<file path="config.mk">
export PLATFORM = sky130hd
export DESIGN_NAME = vga_scan_flat
export DESIGN_NICKNAME = d
export VERILOG_FILES = /design/src/rtl/vga_scan_if.sv /design/src/rtl/vga_scan.sv /design/src/flat_wrapper.sv
export SDC_FILE = /design/constraint.sdc
export NUM_CORES = 1
export LEC_CHECK = 0
export ABC_AREA = 1
export CELL_PAD_IN_SITES_DETAIL_PLACEMENT = 0
export CELL_PAD_IN_SITES_GLOBAL_PLACEMENT = 2
export CORE_MARGIN = 5
export CORE_UTILIZATION = 24
export CTS_CLUSTER_DIAMETER = 40
export DETAILED_ROUTE_END_ITERATION = 8
export PLACE_DENSITY_LB_ADDON = 0.05
export SYNTH_ARGS = -nofsm -noshare
export SYNTH_HDL_FRONTEND = slang
export SYNTH_SLANG_ARGS = --single-unit
export TNS_END_PERCENT = 10
</file>
<file path="constraint.sdc">
create_clock -name vga_clk -period 1.4 [get_ports vga_clk]
set_input_delay 0.14 -clock vga_clk [delete_from_list [all_inputs] [get_ports vga_clk]]
set_output_delay 0.14 -clock vga_clk [all_outputs]
set_load 0.05 [all_outputs]
</file>
<file path="src/rtl/vga_scan_if.sv">
// Signal bundle between the raster generator, the pixel-draw block and the VGA pins.
// The master side is vga_scan; the slave side is the draw block plus the connector.
interface vga_scan_if;
  logic [11:0] pix_data;
  logic [9:0]  x;
  logic [8:0]  y;
  logic        frame_start;
  logic        vblank;
  logic [3:0]  vga_r;
  logic [3:0]  vga_g;
  logic [3:0]  vga_b;
  logic        vga_hs;
  logic        vga_vs;

  modport master (
    input  pix_data,
    output x, y, frame_start, vblank, vga_r, vga_g, vga_b, vga_hs, vga_vs
  );

  modport slave (
    output pix_data,
    input  x, y, frame_start, vblank, vga_r, vga_g, vga_b, vga_hs, vga_vs
  );
endinterface

</file>
<file path="src/rtl/vga_scan.sv">
// Raster timing generator and registered VGA output stage. Sync and blanking are
// delayed by PIX_LATENCY so they line up with the draw block's colour data.
module vga_scan #(
  parameter int H_VALID     = 640,
  parameter int H_FP        = 16,
  parameter int H_SYNC      = 96,
  parameter int H_BP        = 48,
  parameter int V_VALID     = 480,
  parameter int V_FP        = 10,
  parameter int V_SYNC      = 2,
  parameter int V_BP        = 33,
  parameter int PIX_LATENCY = 1,
  parameter bit SYNC_POL    = 1'b0
) (
  input  logic       vga_clk,
  input  logic       rst_sys,
  vga_scan_if.master bus
);

  localparam int H_TOTAL = H_VALID + H_FP + H_SYNC + H_BP;
  localparam int V_TOTAL = V_VALID + V_FP + V_SYNC + V_BP;

  localparam logic [9:0] H_VIS      = 10'(H_VALID);
  localparam logic [9:0] H_END      = 10'(H_TOTAL - 1);
  localparam logic [9:0] HS_START   = 10'(H_VALID + H_FP);
  localparam logic [9:0] HS_STOP    = 10'(H_VALID + H_FP + H_SYNC);
  localparam logic [9:0] V_VIS      = 10'(V_VALID);
  localparam logic [9:0] V_END      = 10'(V_TOTAL - 1);
  localparam logic [9:0] VS_START   = 10'(V_VALID + V_FP);
  localparam logic [9:0] VS_STOP    = 10'(V_VALID + V_FP + V_SYNC);
  localparam logic       SYNC_IDLE  = ~SYNC_POL;

  logic [9:0] h_cnt;
  logic [9:0] v_cnt;
  logic       h_end;
  logic       v_end;

  assign h_end = (h_cnt == H_END);
  assign v_end = (v_cnt == V_END);

  // NOTE: every register below uses non-blocking assignment so all state updates
  // see the pre-edge values regardless of statement order.
  always_ff @(posedge vga_clk or negedge rst_sys) begin
    if (!rst_sys) begin
      h_cnt <= '0;
      v_cnt <= '0;
    end else if (h_end) begin
      h_cnt <= '0;
      v_cnt <= v_end ? '0 : v_cnt + 10'd1;
    end else begin
      h_cnt <= h_cnt + 10'd1;
    end
  end

  assign bus.x = (h_cnt < H_VIS) ? h_cnt : '0;
  assign bus.y = (v_cnt < V_VIS) ? v_cnt[8:0] : '0;

  // Gating with rst_sys keeps the pulse low while held in reset at the origin.
  assign bus.frame_start = rst_sys && (h_cnt == '0) && (v_cnt == '0);
  assign bus.vblank      = (v_cnt >= V_VIS);

  logic de_raw;
  logic hs_raw;
  logic vs_raw;

  assign de_raw = (h_cnt < H_VIS) && (v_cnt < V_VIS);
  assign hs_raw = ((h_cnt >= HS_START) && (h_cnt < HS_STOP)) ? SYNC_POL : SYNC_IDLE;
  assign vs_raw = ((v_cnt >= VS_START) && (v_cnt < VS_STOP)) ? SYNC_POL : SYNC_IDLE;

  logic [PIX_LATENCY-1:0] de_pipe;
  logic [PIX_LATENCY-1:0] hs_pipe;
  logic [PIX_LATENCY-1:0] vs_pipe;

  // NOTE: the delay pipes are reset, not left to flush, so no stale de/sync from
  // before a mid-frame reset can reach the pins after release.
  always_ff @(posedge vga_clk or negedge rst_sys) begin
    if (!rst_sys) begin
      de_pipe <= '0;
      hs_pipe <= {PIX_LATENCY{SYNC_IDLE}};
      vs_pipe <= {PIX_LATENCY{SYNC_IDLE}};
    end else begin
      de_pipe[0] <= de_raw;
      hs_pipe[0] <= hs_raw;
      vs_pipe[0] <= vs_raw;
      for (int i = 1; i < PIX_LATENCY; i++) begin
        de_pipe[i] <= de_pipe[i-1];
        hs_pipe[i] <= hs_pipe[i-1];
        vs_pipe[i] <= vs_pipe[i-1];
      end
    end
  end

  logic [11:0] rgb_q;
  logic        hs_q;
  logic        vs_q;

  always_ff @(posedge vga_clk or negedge rst_sys) begin
    if (!rst_sys) begin
      rgb_q <= '0;
      hs_q  <= SYNC_IDLE;
      vs_q  <= SYNC_IDLE;
    end else begin
      rgb_q <= de_pipe[PIX_LATENCY-1] ? bus.pix_data : '0;
      hs_q  <= hs_pipe[PIX_LATENCY-1];
      vs_q  <= vs_pipe[PIX_LATENCY-1];
    end
  end

  assign bus.vga_r  = rgb_q[11:8];
  assign bus.vga_g  = rgb_q[7:4];
  assign bus.vga_b  = rgb_q[3:0];
  assign bus.vga_hs = hs_q;
  assign bus.vga_vs = vs_q;

endmodule

</file>
<file path="src/flat_wrapper.sv">
// flat-port wrapper written by rule: the top's interface ports become plain ports
module vga_scan_flat 
#(
  parameter int H_VALID     = 640,
  parameter int H_FP        = 16,
  parameter int H_SYNC      = 96,
  parameter int H_BP        = 48,
  parameter int V_VALID     = 480,
  parameter int V_FP        = 10,
  parameter int V_SYNC      = 2,
  parameter int V_BP        = 33,
  parameter int PIX_LATENCY = 1,
  parameter bit SYNC_POL    = 1'b0
)
  (vga_clk, rst_sys, bus_pix_data, bus_x, bus_y, bus_frame_start, bus_vblank, bus_vga_r, bus_vga_g, bus_vga_b, bus_vga_hs, bus_vga_vs);
  vga_scan_if bus_i ();
  input  logic vga_clk;
  input  logic rst_sys;
  input wire logic [$bits(bus_i.pix_data)-1:0] bus_pix_data;
  output wire logic [$bits(bus_i.x)-1:0] bus_x;
  output wire logic [$bits(bus_i.y)-1:0] bus_y;
  output wire logic [$bits(bus_i.frame_start)-1:0] bus_frame_start;
  output wire logic [$bits(bus_i.vblank)-1:0] bus_vblank;
  output wire logic [$bits(bus_i.vga_r)-1:0] bus_vga_r;
  output wire logic [$bits(bus_i.vga_g)-1:0] bus_vga_g;
  output wire logic [$bits(bus_i.vga_b)-1:0] bus_vga_b;
  output wire logic [$bits(bus_i.vga_hs)-1:0] bus_vga_hs;
  output wire logic [$bits(bus_i.vga_vs)-1:0] bus_vga_vs;
  assign bus_i.pix_data = bus_pix_data;
  assign bus_x = bus_i.x;
  assign bus_y = bus_i.y;
  assign bus_frame_start = bus_i.frame_start;
  assign bus_vblank = bus_i.vblank;
  assign bus_vga_r = bus_i.vga_r;
  assign bus_vga_g = bus_i.vga_g;
  assign bus_vga_b = bus_i.vga_b;
  assign bus_vga_hs = bus_i.vga_hs;
  assign bus_vga_vs = bus_i.vga_vs;
  vga_scan #(.H_VALID(H_VALID), .H_FP(H_FP), .H_SYNC(H_SYNC), .H_BP(H_BP), .V_VALID(V_VALID), .V_FP(V_FP), .V_SYNC(V_SYNC), .V_BP(V_BP), .PIX_LATENCY(PIX_LATENCY), .SYNC_POL(SYNC_POL)) u_core (.vga_clk(vga_clk), .rst_sys(rst_sys), .bus(bus_i));
endmodule
</file>
Yosys cells after proc, flatten, opt, wreduce, memory -nomap -nowiden
Cells that the tools add are included.

Add/sub/neg operators: 2. Multiply operators: 0. Divide/modulo/power cells: 0. Magnitude comparators: 7. Equality and inequality tests: 2. Shift-type cells: 0. Multiplexer cells: 7. Bitwise operators: 0. Reductions and logical operators: 7.

Operator list (number): two-way mux 10 bit (3); adder 10 x 1 -> 10 bit, second input constant (2); equality test 10 bit, second input constant (2); greater-or-equal comparator 10 x 9 -> 1 bit, second input constant (2); logical NOT 10 bit (2); less-than comparator 10 bit, second input constant (2); less-than comparator 10 x 9 -> 1 bit, second input constant (2); two-way mux 12 bit (1); greater-or-equal comparator 10 bit, second input constant (1); two-way mux 9 bit (1); logical AND 1 bit (5); two-way mux 1 bit (2).

Register bits: 37. Bits in latches: 0. Memory bits (writable): 0. Bits in read-only memories: 0. Input port bits: 14. Output and inout bits: 35. Logic and storage cells: 33. Memories: 0.

Depth between registers and ports, before layout
Gate-level depths: netlist of run 1.

Word-level depth: 3. Mapped depth: 8. Mapped depth without buffers: 7.

Least setup slack after synthesis of run 1
No wires, ideal clock.

Kind: register -> output. From: register u_core.v_cnt[0]. To: output bus_frame_start. Arrival time: 1.978 ns. Data required time: 1.260 ns. Path slack: -0.718 ns. Cell stages (with the launch flop): 7. Buffers on the path: 0. Path through: dfrtp_1 -> inv_1 -> ha_1 -> inv_1 -> nor3_1 -> nand3_1 -> nor3_1.

Word-level cells in the longest chain between the ends: 2.

Ends and longest elaborated chain: from (decl) (RTL line vga_scan.sv:34) `logic [9:0] v_cnt;`; from (signal assigned) (RTL line vga_scan.sv:49) `v_cnt <= v_end ? '0 : v_cnt + 10'd1;`; logical NOT 10 bit (RTL line vga_scan.sv:59) `assign bus.frame_start = rst_sys && (h_cnt == '0) && (v_cnt == '0);`; logical AND 1 bit (RTL line vga_scan.sv:59); to (decl) (RTL line flat_wrapper.sv:22) `output wire logic [$bits(bus_i.frame_start)-1:0] bus_frame_start;`.

Every way passes these cells.

Worst setup path in the final report of run 1
From: register u_core.v_cnt[6]. To: output bus_y[6].

Word-level cells in the longest chain between the ends: 2.

Ends and longest elaborated chain: less-than comparator 10 x 9 -> 1 bit (RTL line vga_scan.sv:56) `assign bus.y = (v_cnt < V_VIS) ? v_cnt[8:0] : '0;`; two-way mux 9 bit * (RTL line vga_scan.sv:56); to (decl) (RTL line flat_wrapper.sv:21) `output wire logic [$bits(bus_i.y)-1:0] bus_y;`.

Every way passes the cells marked *; elsewhere a longest branch is shown, timed or not.

==> results_tabular.tex, run 1 <==
\begin{tabular}{lr}
\hline
Metric & Value \\
\hline
\multicolumn{2}{l}{\textbf{Clock tree}} \\
Sink count of the clock tree & 37 \\
CTS Root Cell & sky130\_fd\_sc\_hd\_\_clkbuf\_8 \\
TritonCTS clock tree & yes \\
Maximum clock path buffer count & 2 \\
Inserted Clock Buffers & 5 \\
Clock Pin Slew Worst Setup and Hold Paths & 0.07 ns \\
Maximum level of the CTS H-tree & 2 \\
Clock latency of the later-clocked register in the worst-skew pair & 0.29 ns \\
\multicolumn{2}{l}{\textbf{Setup path}} \\
Worst endpoint required time & 1.26 ns \\
Register-to-register setup slack & -0.04 ns \\
Critical path type & reg -> out \\
Number of cells traversed by the worst register-to-register path & 9 \\
Nature of the critical path startpoint & flop \\
Data arrival time of the critical path & 1.58 ns \\
Type of element capturing the critical path & primary output \\
Largest fanout on the critical path & 3 \\
\multicolumn{2}{l}{\textbf{Place}} \\
Worst slack at placement & -0.244 ns \\
DP Wirelength & 3.96 mm \\
Quantity of I/O buffers inserted on ports & 48 \\
Gp weighted congestion & 0.762 \\
Number of placed instances with taps included & 430 \\
\multicolumn{2}{l}{\textbf{Finish}} \\
Proportion of layout cells with a drive suffix above 1 & 45.7\% \\
Non-filler cells, final & 452 \\
Diodes inserted & 0 \\
Synth-to-Final Area Change & 84.9\% \\
Nets@finish & 367 \\
\multicolumn{2}{l}{\textbf{Logic synthesis}} \\
Yosys warning count & 0 \\
Number of cells produced by synthesis & 242 \\
Number of flops mapped to enable cells by yosys & 0 \\
Share of synthesized flip-flops with an asynchronous set or reset & 100\% \\
Post-Syn Area & 1880 sq um \\
Top flip-flop cell by instance count after synthesis & sky130\_fd\_sc\_hd\_\_dfrtp\_1 \\
Biggest area consumer among synthesized cells & sky130\_fd\_sc\_hd\_\_dfrtp\_1 \\
Sequential area share after synthesis & 49.4\% \\
Top cells by area in the synthesized netlist & sky130\_fd\_sc\_hd\_\_dfrtp\_1 44\%, sky130\_fd\_sc\_hd\_\_nand2\_1 11\%, sky130\_fd\_sc\_hd\_\_inv\_1 11\% \\
Distinct cell type count of the synthesized netlist & 22 \\
Per-instance average area after synthesis & 7.78 sq um \\
Post-synth net total & 260 \\
Post-synthesis register bit count & 37 \\
Fraction of post-synthesis cell area in the top cell type by area & 43.9\% \\
\multicolumn{2}{l}{\textbf{GRT}} \\
Via count of the first global-routing pass & 1933 \\
Overflow left after global routing & 0 \\
Maximum number of pins on one net before global-route repair & 38 \\
Total routing usage reported by global routing & 11.9\% \\
Global-route wire length before repair & 9.35 mm \\
Antenna violations before repair & 0 \\
\multicolumn{2}{l}{\textbf{Timing}} \\
Worst slew margin relative to its limit & 66.2\% \\
Final setup fails & 28 \\
Maximum clock skew at final layout & 0.00695 ns \\
Final hold vios & 0 \\
Minimum period implied by the final worst setup slack & 1.72 ns \\
Final setup TNS & -4.59 ns \\
Post-layout worst setup margin & -0.324 ns \\
Transition time at the pin with the least slew margin & 0.507 ns \\
Highest achievable clock rate & 580 MHz \\
Pins Over Slew Limit & 0 \\
Portion of the clock cycle consumed by the worst path in the final layout & 123\% \\
Unrepaired setup endpoints after global routing & true \\
\multicolumn{2}{l}{\textbf{Power and ir drop}} \\
Sequential cell fraction of total power & 48.8\% \\
VDD IR-drop max & 0.520 mV \\
Combinational group share of total power & 7.5\% \\
Internal power contribution & 1730 uW \\
Net switching fraction of the power & 22.6\% \\
Leakage power of the design & 0.00174 uW \\
Power density relative to cell area & 642 nW/um\^{}2 \\
NetSw & 506 uW \\
Proportion of power drawn by the clock network & 43.6\% \\
\multicolumn{2}{l}{\textbf{Detailed routing}} \\
First-pass DRT Iterations & 4 \\
Via count & 1844 \\
1st-iter DRT viols & 58 \\
Wire length after detailed routing & 5.49 mm \\
Wirelength per Cell & 12.1 microns \\
Routed via count divided by cell count & 4.08 \\
Number of DRC violations after detailed routing & 0 \\
Antenna Nets Post-Route & 0 \\
\multicolumn{2}{l}{\textbf{Floorplan}} \\
Row Count & 32 \\
Die Y-Extent & 98.6 microns \\
DIE WIDTH & 98.6 microns \\
Core Box Area & 7690 sq um \\
Effective utilization at floorplan & 24.5\% \\
Total Die Area & 9720 sq um \\
Ports & 49 \\
\multicolumn{2}{l}{\textbf{Status}} \\
Failing checks & negative setup slack \\
Result of the run & finished, violations left \\
\multicolumn{2}{l}{\textbf{Min path}} \\
Path category of the worst min-delay check & reg -> reg \\
Number of cells on the worst hold path & 0 \\
\multicolumn{2}{l}{\textbf{Job}} \\
Max-cap check violation count & 0 \\
\hline
\end{tabular}
## cells in the mapped netlist (all sizes together) (2+ instances only)
cell type	n
inv	54
ha	4
nand3	12
a21oi	2
o21ai	12
xor2	10
buf	2
dfstp	4
nand2	58
nor2	28
nand4	7
dfrtp	33
nor3	12
## cells in the final DEF (no fill, tap or decap), types with 2 or more instances in the layout
| cell type | n |
|---|---|
| sky130_fd_sc_hd__nand2_4 | 4 |
| sky130_fd_sc_hd__inv_2 | 16 |
| sky130_fd_sc_hd__ha_1 | 2 |
| sky130_fd_sc_hd__nor2_2 | 3 |
| sky130_fd_sc_hd__buf_6 | 5 |
| sky130_fd_sc_hd__clkdlybuf4s50_1 | 12 |
| sky130_fd_sc_hd__inv_1 | 37 |
| sky130_fd_sc_hd__xor2_1 | 10 |
| sky130_fd_sc_hd__o21ai_0 | 10 |
| sky130_fd_sc_hd__nor3_1 | 4 |
| sky130_fd_sc_hd__nor2_1 | 12 |
| sky130_fd_sc_hd__buf_12 | 24 |
| sky130_fd_sc_hd__clkbuf_8 | 6 |
| sky130_fd_sc_hd__nor2_4 | 13 |
| sky130_fd_sc_hd__buf_4 | 59 |
| sky130_fd_sc_hd__dfrtp_1 | 33 |
| sky130_fd_sc_hd__nor3_4 | 3 |
| sky130_fd_sc_hd__nand2_1 | 46 |
| sky130_fd_sc_hd__a21oi_1 | 2 |
| sky130_fd_sc_hd__nor3_2 | 5 |
| sky130_fd_sc_hd__nand3_1 | 11 |
| sky130_fd_sc_hd__nand4_1 | 6 |
| sky130_fd_sc_hd__ha_4 | 2 |
| sky130_fd_sc_hd__nand2_2 | 8 |
| sky130_fd_sc_hd__dfstp_2 | 4 |
## state kept, by name, indices dropped and copies added (netlist names)
register,cells
u_core.v_cnt,10
u_core.bus.vga_vs,1
u_core.hs_pipe,1
u_core.h_cnt,10
u_core.bus.vga_hs,1
u_core.vs_pipe,1
u_core.rgb_q,12
u_core.de_pipe,1
## metrics by stage
stage	hold WS (ns)	instance area (sq um)	utilization (%)	power, uW
2_1_floorplan	-0.156	1920	-	1190
3_3_place_gp	0.287	3020	39.3	1280
3_5_place_dp	0.279	3020	39.3	1280
4_1_cts	0.350	3390	44.0	2280
5_1_grt	0.361	3480	45.3	2320
6_report	0.357	3480	45.3	2240
## critical path, stage by stage, from the launching register on
cell,delay [ns]
sky130_fd_sc_hd__dfrtp_1,0.40
sky130_fd_sc_hd__buf_4,0.16
sky130_fd_sc_hd__nand2_4,0.07
sky130_fd_sc_hd__nor2_4,0.04
sky130_fd_sc_hd__nor2_4,0.12
sky130_fd_sc_hd__clkinvlp_4,0.11
sky130_fd_sc_hd__buf_4,0.16
sky130_fd_sc_hd__nor2_4,0.10
sky130_fd_sc_hd__buf_12,0.14
## logic make-up (layout without fill, tap and decap cells)
family	Yosys count	in the layout	synth area share [%]
compound gates	16	16	4.45
xor+xnor	10	10	4.65
flops	37	37	49.4
simple gates	117	117	26.6
buf+inv	58	166	12.2
fa+ha+maj	4	4	2.66
## power groups by stage
stage / Sequential, uW / Clock, uW / Combinational, uW
3_3_place_gp: 1110 / 0 / 171
6_report: 1090 / 976 / 169
2_1_floorplan: 1180 / 0 / 12.6
3_5_place_dp: 1110 / 0 / 171
5_1_grt: 1090 / 1050 / 183
4_1_cts: 1090 / 1020 / 173
## timing repair
action | CTS | global route
pin swaps | 9 | 6
setup endpoints to repair | 30 | 35
gates cloned | 1 | 0
hold buffers | 1 | 0
endpoints found under the hold margin | 28 | 0
resized for setup | 60 | 15
setup buffers | 7 | 5
## final cells by class
type | instances | area, sq um
Clock buffer | 7 | 86.3
Clock inverter | 1 | 30.0
Fill cell | 766 | 4210
Inverter | 55 | 215
Multi-Input combinational cell | 147 | 970
Sequential cell | 37 | 931
Tap cell | 102 | 128
Timing Repair Buffer | 102 | 1110
Timing Repair inverter | 1 | 7.51
## worst paths after layout
check / startpoint / endpoint
max: u_core.v_cnt[6]$_DFFE_PN0N_ / bus_y[6]
min: u_core.vs_pipe$_DFF_PN1_ / u_core.bus.vga_vs$_DFF_PN1_
max reg2reg: u_core.h_cnt[0]$_DFF_PN0_ / u_core.v_cnt[4]$_DFFE_PN0N_
min reg2reg: u_core.vs_pipe$_DFF_PN1_ / u_core.bus.vga_vs$_DFF_PN1_
max in group asynchronous: rst_sys / u_core.bus.vga_vs$_DFF_PN1_
min in group asynchronous: rst_sys / u_core.h_cnt[6]$_DFF_PN0_
## layer usage
layer	vias up	GRT usage, %	part of all wire, %
met2	40	17.9	44
met5	-	0	0
li1	952	-	-
met1	847	16.7	49
met4	0	2.84	1.0
met3	5	3.89	6.4
(Power assumes the default switching activity.)
==> run 2, diff against run 1 <==
--- a/config.mk
+++ b/config.mk
@@ -16,4 +16,4 @@
 export SYNTH_ARGS = -nofsm -noshare
 export SYNTH_HDL_FRONTEND = slang
 export SYNTH_SLANG_ARGS = --single-unit
-export TNS_END_PERCENT = 10
+export TNS_END_PERCENT = 30
==> constraint.sdc (replaced) <==
create_clock -name vga_clk -period 1.5 [get_ports vga_clk]
set_input_delay 0.15 -clock vga_clk [delete_from_list [all_inputs] [get_ports vga_clk]]
set_output_delay 0.15 -clock vga_clk [all_outputs]
set_load 0.05 [all_outputs]
==> results_tabular.tex, run 2 (synthesis gave the netlist of run 1 again) <==
\begin{tabular}{lr}
\hline
Metric & Value \\
\hline
\multicolumn{2}{l}{\textbf{Setup path}} \\
Critical path type & reg -> out \\
Worst endpoint required time & 1.35 ns (+0.09 ns) \\
Slowest cell on the critical path & sky130\_fd\_sc\_hd\_\_dfrtp\_1 \\
Sequence of cells on the critical path & inv\_2, ha\_4, inv\_2, nor3\_4, nand3\_4, nor3\_4, buf\_12 \\
Largest fanout on the critical path & 2 (-1) \\
Type of element capturing the critical path & primary output \\
Delay of the slowest cell on the worst path & 0.39 ns (about the same) \\
Data arrival time of the critical path & 1.56 ns (-0.02 ns) \\
Nature of the critical path startpoint & flop \\
\multicolumn{2}{l}{\textbf{GRT}} \\
Global-route wire length before repair & 8.99 mm (-3.8\%) \\
Antenna violations before repair & 0 (unchanged) \\
Total routing usage reported by global routing & 11.6\% (-0.34 points) \\
Maximum number of pins on one net before global-route repair & 38 (unchanged) \\
Via count of the first global-routing pass & 1820 (-5.8\%) \\
Overflow left after global routing & 0 (unchanged) \\
\multicolumn{2}{l}{\textbf{Timing}} \\
Post-layout worst setup margin & -0.206 ns (+0.118 ns) \\
Worst slew margin relative to its limit & 66.2\% (-0.072 points) \\
Final setup TNS & -1.95 ns (+2.63 ns) \\
Final hold vios & 5 (+5) \\
Portion of the clock cycle consumed by the worst path in the final layout & 114\% \\
Transition time at the pin with the least slew margin & 0.508 ns (+0.00107 ns) \\
Minimum period implied by the final worst setup slack & 1.71 ns \\
Final setup fails & 20 (-29\%) \\
Final-layout worst hold slack & -0.00810 ns (-0.365 ns) \\
Maximum clock skew at final layout & 0.0153 ns (+0.00833 ns) \\
Pins Over Slew Limit & 0 (unchanged) \\
Unrepaired setup endpoints after global routing & true \\
Highest achievable clock rate & 586 MHz \\
\multicolumn{2}{l}{\textbf{Clock tree}} \\
Sink count of the clock tree & 37 (unchanged) \\
Clock latency of the later-clocked register in the worst-skew pair & 0.30 ns (about the same) \\
Hold buffer count at CTS & 0 (-1) \\
Inserted Clock Buffers & 5 (unchanged) \\
TritonCTS clock tree & yes \\
Clock Pin Slew Worst Setup and Hold Paths & 0.09 ns (+0.02 ns) \\
Maximum level of the CTS H-tree & 2 (unchanged) \\
Maximum clock path buffer count & 2 (unchanged) \\
CTS Root Cell & sky130\_fd\_sc\_hd\_\_clkbuf\_8 \\
\multicolumn{2}{l}{\textbf{Detailed routing}} \\
Met3 routed WL & 254 microns (-27\%) \\
1st-iter DRT viols & 71 (+22\%) \\
First-pass DRT Iterations & 4 (unchanged) \\
Detailed-routed wire length on met2 & 2.55 mm (+6.6\%) \\
Via count & 1813 (-1.7\%) \\
Antenna Nets Post-Route & 0 (unchanged) \\
Number of DRC violations after detailed routing & 0 (unchanged) \\
Met1 WL & 2.70 mm (+0.33\%) \\
Routed via count divided by cell count & 4.14 (+1.5\%) \\
Wire length after detailed routing & 5.57 mm (+1.5\%) \\
Wirelength per Cell & 12.7 microns (+4.8\%) \\
Top routing layer in use & met4 \\
\multicolumn{2}{l}{\textbf{Floorplan}} \\
Total Die Area & 9720 sq um (unchanged) \\
Ports & 49 (unchanged) \\
Core Box Area & 7690 sq um (unchanged) \\
Row Count & 32 (unchanged) \\
DIE WIDTH & 98.6 microns (unchanged) \\
Effective utilization at floorplan & 24.5\% (unchanged) \\
Die Y-Extent & 98.6 microns (unchanged) \\
\multicolumn{2}{l}{\textbf{Finish}} \\
Non-filler cells, final & 438 (-3.1\%) \\
Commonest non-fill, non-tap cell in the layout & sky130\_fd\_sc\_hd\_\_nand2\_1 \\
Count of filler cells inserted in the layout & 799 (+4.3\%) \\
Nets@finish & 353 (-3.8\%) \\
Most flop-heavy register & u\_core.rgb\_q \\
Diodes inserted & 0 (unchanged) \\
Synth-to-Final Area Change & 77.1\% \\
Largest register FFs & 12 (unchanged) \\
Proportion of layout cells with a drive suffix above 1 & 43.2\% (-2.6 points) \\
Largest registers & u\_core.rgb\_q (12), u\_core.h\_cnt (10), u\_core.v\_cnt (10) \\
Leading cell types in the layout, fill and taps excluded & 48 x sky130\_fd\_sc\_hd\_\_nand2\_1, 46 x sky130\_fd\_sc\_hd\_\_buf\_4, 37 x sky130\_fd\_sc\_hd\_\_inv\_1, 31 x sky130\_fd\_sc\_hd\_\_dfrtp\_1, 24 x sky130\_fd\_sc\_hd\_\_buf\_12 \\
\multicolumn{2}{l}{\textbf{Place}} \\
Number of placed instances with taps included & 416 (-3.3\%) \\
Quantity of I/O buffers inserted on ports & 48 (unchanged) \\
Worst slack at placement & -0.0195 ns (+0.224 ns) \\
DP Wirelength & 3.90 mm (-1.5\%) \\
Gp weighted congestion & 0.780 (+2.3\%) \\
\multicolumn{2}{l}{\textbf{Status}} \\
Result of the run & finished, violations left \\
Failing checks & negative hold slack, negative setup slack \\
\multicolumn{2}{l}{\textbf{Power and ir drop}} \\
Leakage power of the design & 0.00165 uW (-5.2\%) \\
VDD IR-drop max & 0.316 mV (-39\%) \\
Combinational group share of total power & 8.3\% (+0.8 points) \\
Net switching fraction of the power & 25.7\% (+3.0 points) \\
Sequential cell fraction of total power & 54.4\% (+5.6 points) \\
Final Power & 1870 uW (-16\%) \\
Proportion of power drawn by the clock network & 37.3\% (-6.3 points) \\
Power density relative to cell area & 562 nW/um\^{}2 (-12\%) \\
Internal power contribution & 1390 uW (-19\%) \\
NetSw & 481 uW (-5.0\%) \\
\multicolumn{2}{l}{\textbf{Job}} \\
Max-cap check violation count & 0 (unchanged) \\
\multicolumn{2}{l}{\textbf{Min path}} \\
Path category of the worst min-delay check & in -> async \\
\hline
\end{tabular}
run 2: cell count changes in the layout (fill, tap and decap cells not counted), sizes merged:
cell,previous run,this run
buf,89,76
clkinv,1,3
bufinv,1,0
clkbuf,7,6
clkinvlp,1,0
dlygate4sd3,1,0
inv,54,55
run 2: what timing repair did:
action	CTS	global route
pin swaps	6	9
endpoints found under the setup margin	20	28
resized for setup	35	50
buffers inserted	8	5
gates cloned	0	1
run 2: power by group through the flow:
stage               Clock [uW]  Sequential (uW)  Combinational (uW)
floorplan                    0             1100                11.8
global placement             0             1040                 160
detailed placement           0             1040                 160
CTS                        756             1020                 160
global route               787             1020                 168
finish                     699             1020                 156
run 2: worst paths after layout:
| check | from | slack [ns] | cells past startpoint | to |
|---|---|---|---|---|
| hold / removal | rst_sys | -0.008 | 2 | u_core.v_cnt[4]$_DFFE_PN0N_ |
| min in group vga_clk | u_core.hs_pipe$_DFF_PN1_ | 0.36 | 0 | u_core.bus.vga_hs$_DFF_PN1_ |
| hold reg to reg | u_core.hs_pipe$_DFF_PN1_ | 0.36 | 0 | u_core.bus.vga_hs$_DFF_PN1_ |
| setup / recovery | u_core.v_cnt[0]$_DFFE_PN0N_ | -0.21 | 7 | bus_frame_start |
| max in group asynchronous | rst_sys | 1.13 | 2 | u_core.h_cnt[8]$_DFF_PN0_ |
| setup reg to reg | u_core.h_cnt[1]$_DFF_PN0_ | 0.08 | 9 | u_core.v_cnt[1]$_DFFE_PN0N_ |
run 2: layout make-up:
class | count | area (sq um) | area share [%]
tap | 102 | 128 | 3.83
clock inverter | 2 | 10.0 | 0.300
timing repair buffer | 88 | 1010 | 30.2
timing repair inverter | 1 | 11.3 | 0.338
inverter | 55 | 215 | 6.45
clock buffer | 6 | 72.6 | 2.18
multi-input combinational | 147 | 957 | 28.7
sequential | 37 | 933 | 28.0
run 2: routing by layer:
layer  global-route usage [%]  vias to the layer above
li1                         -                      920
met1                     15.0                      849
met2                     18.5                       39
met3                     3.75                        5
met4                     3.47                        0
met5                        0                        -
run 2: stage by stage:
stage          utilization (%)  hold WS [ns]  area, sq um
3_5_place_dp              37.5         0.313         2880
6_report                  43.4      -0.00810         3330
2_1_floorplan                -        -0.146         1890
5_1_grt                   43.4        0.0327         3330
4_1_cts                   41.0       0.00901         3150
3_3_place_gp              37.5         0.315         2880
run 2: worst max-delay path: cells and delay by family, from the launching register on:
family	cells	cell delay (ns)
adder cells (fa/ha/maj)	1	0.13
flip-flops	1	0.39
AND/OR/NAND/NOR	3	0.46
buffers and inverters	3	0.29
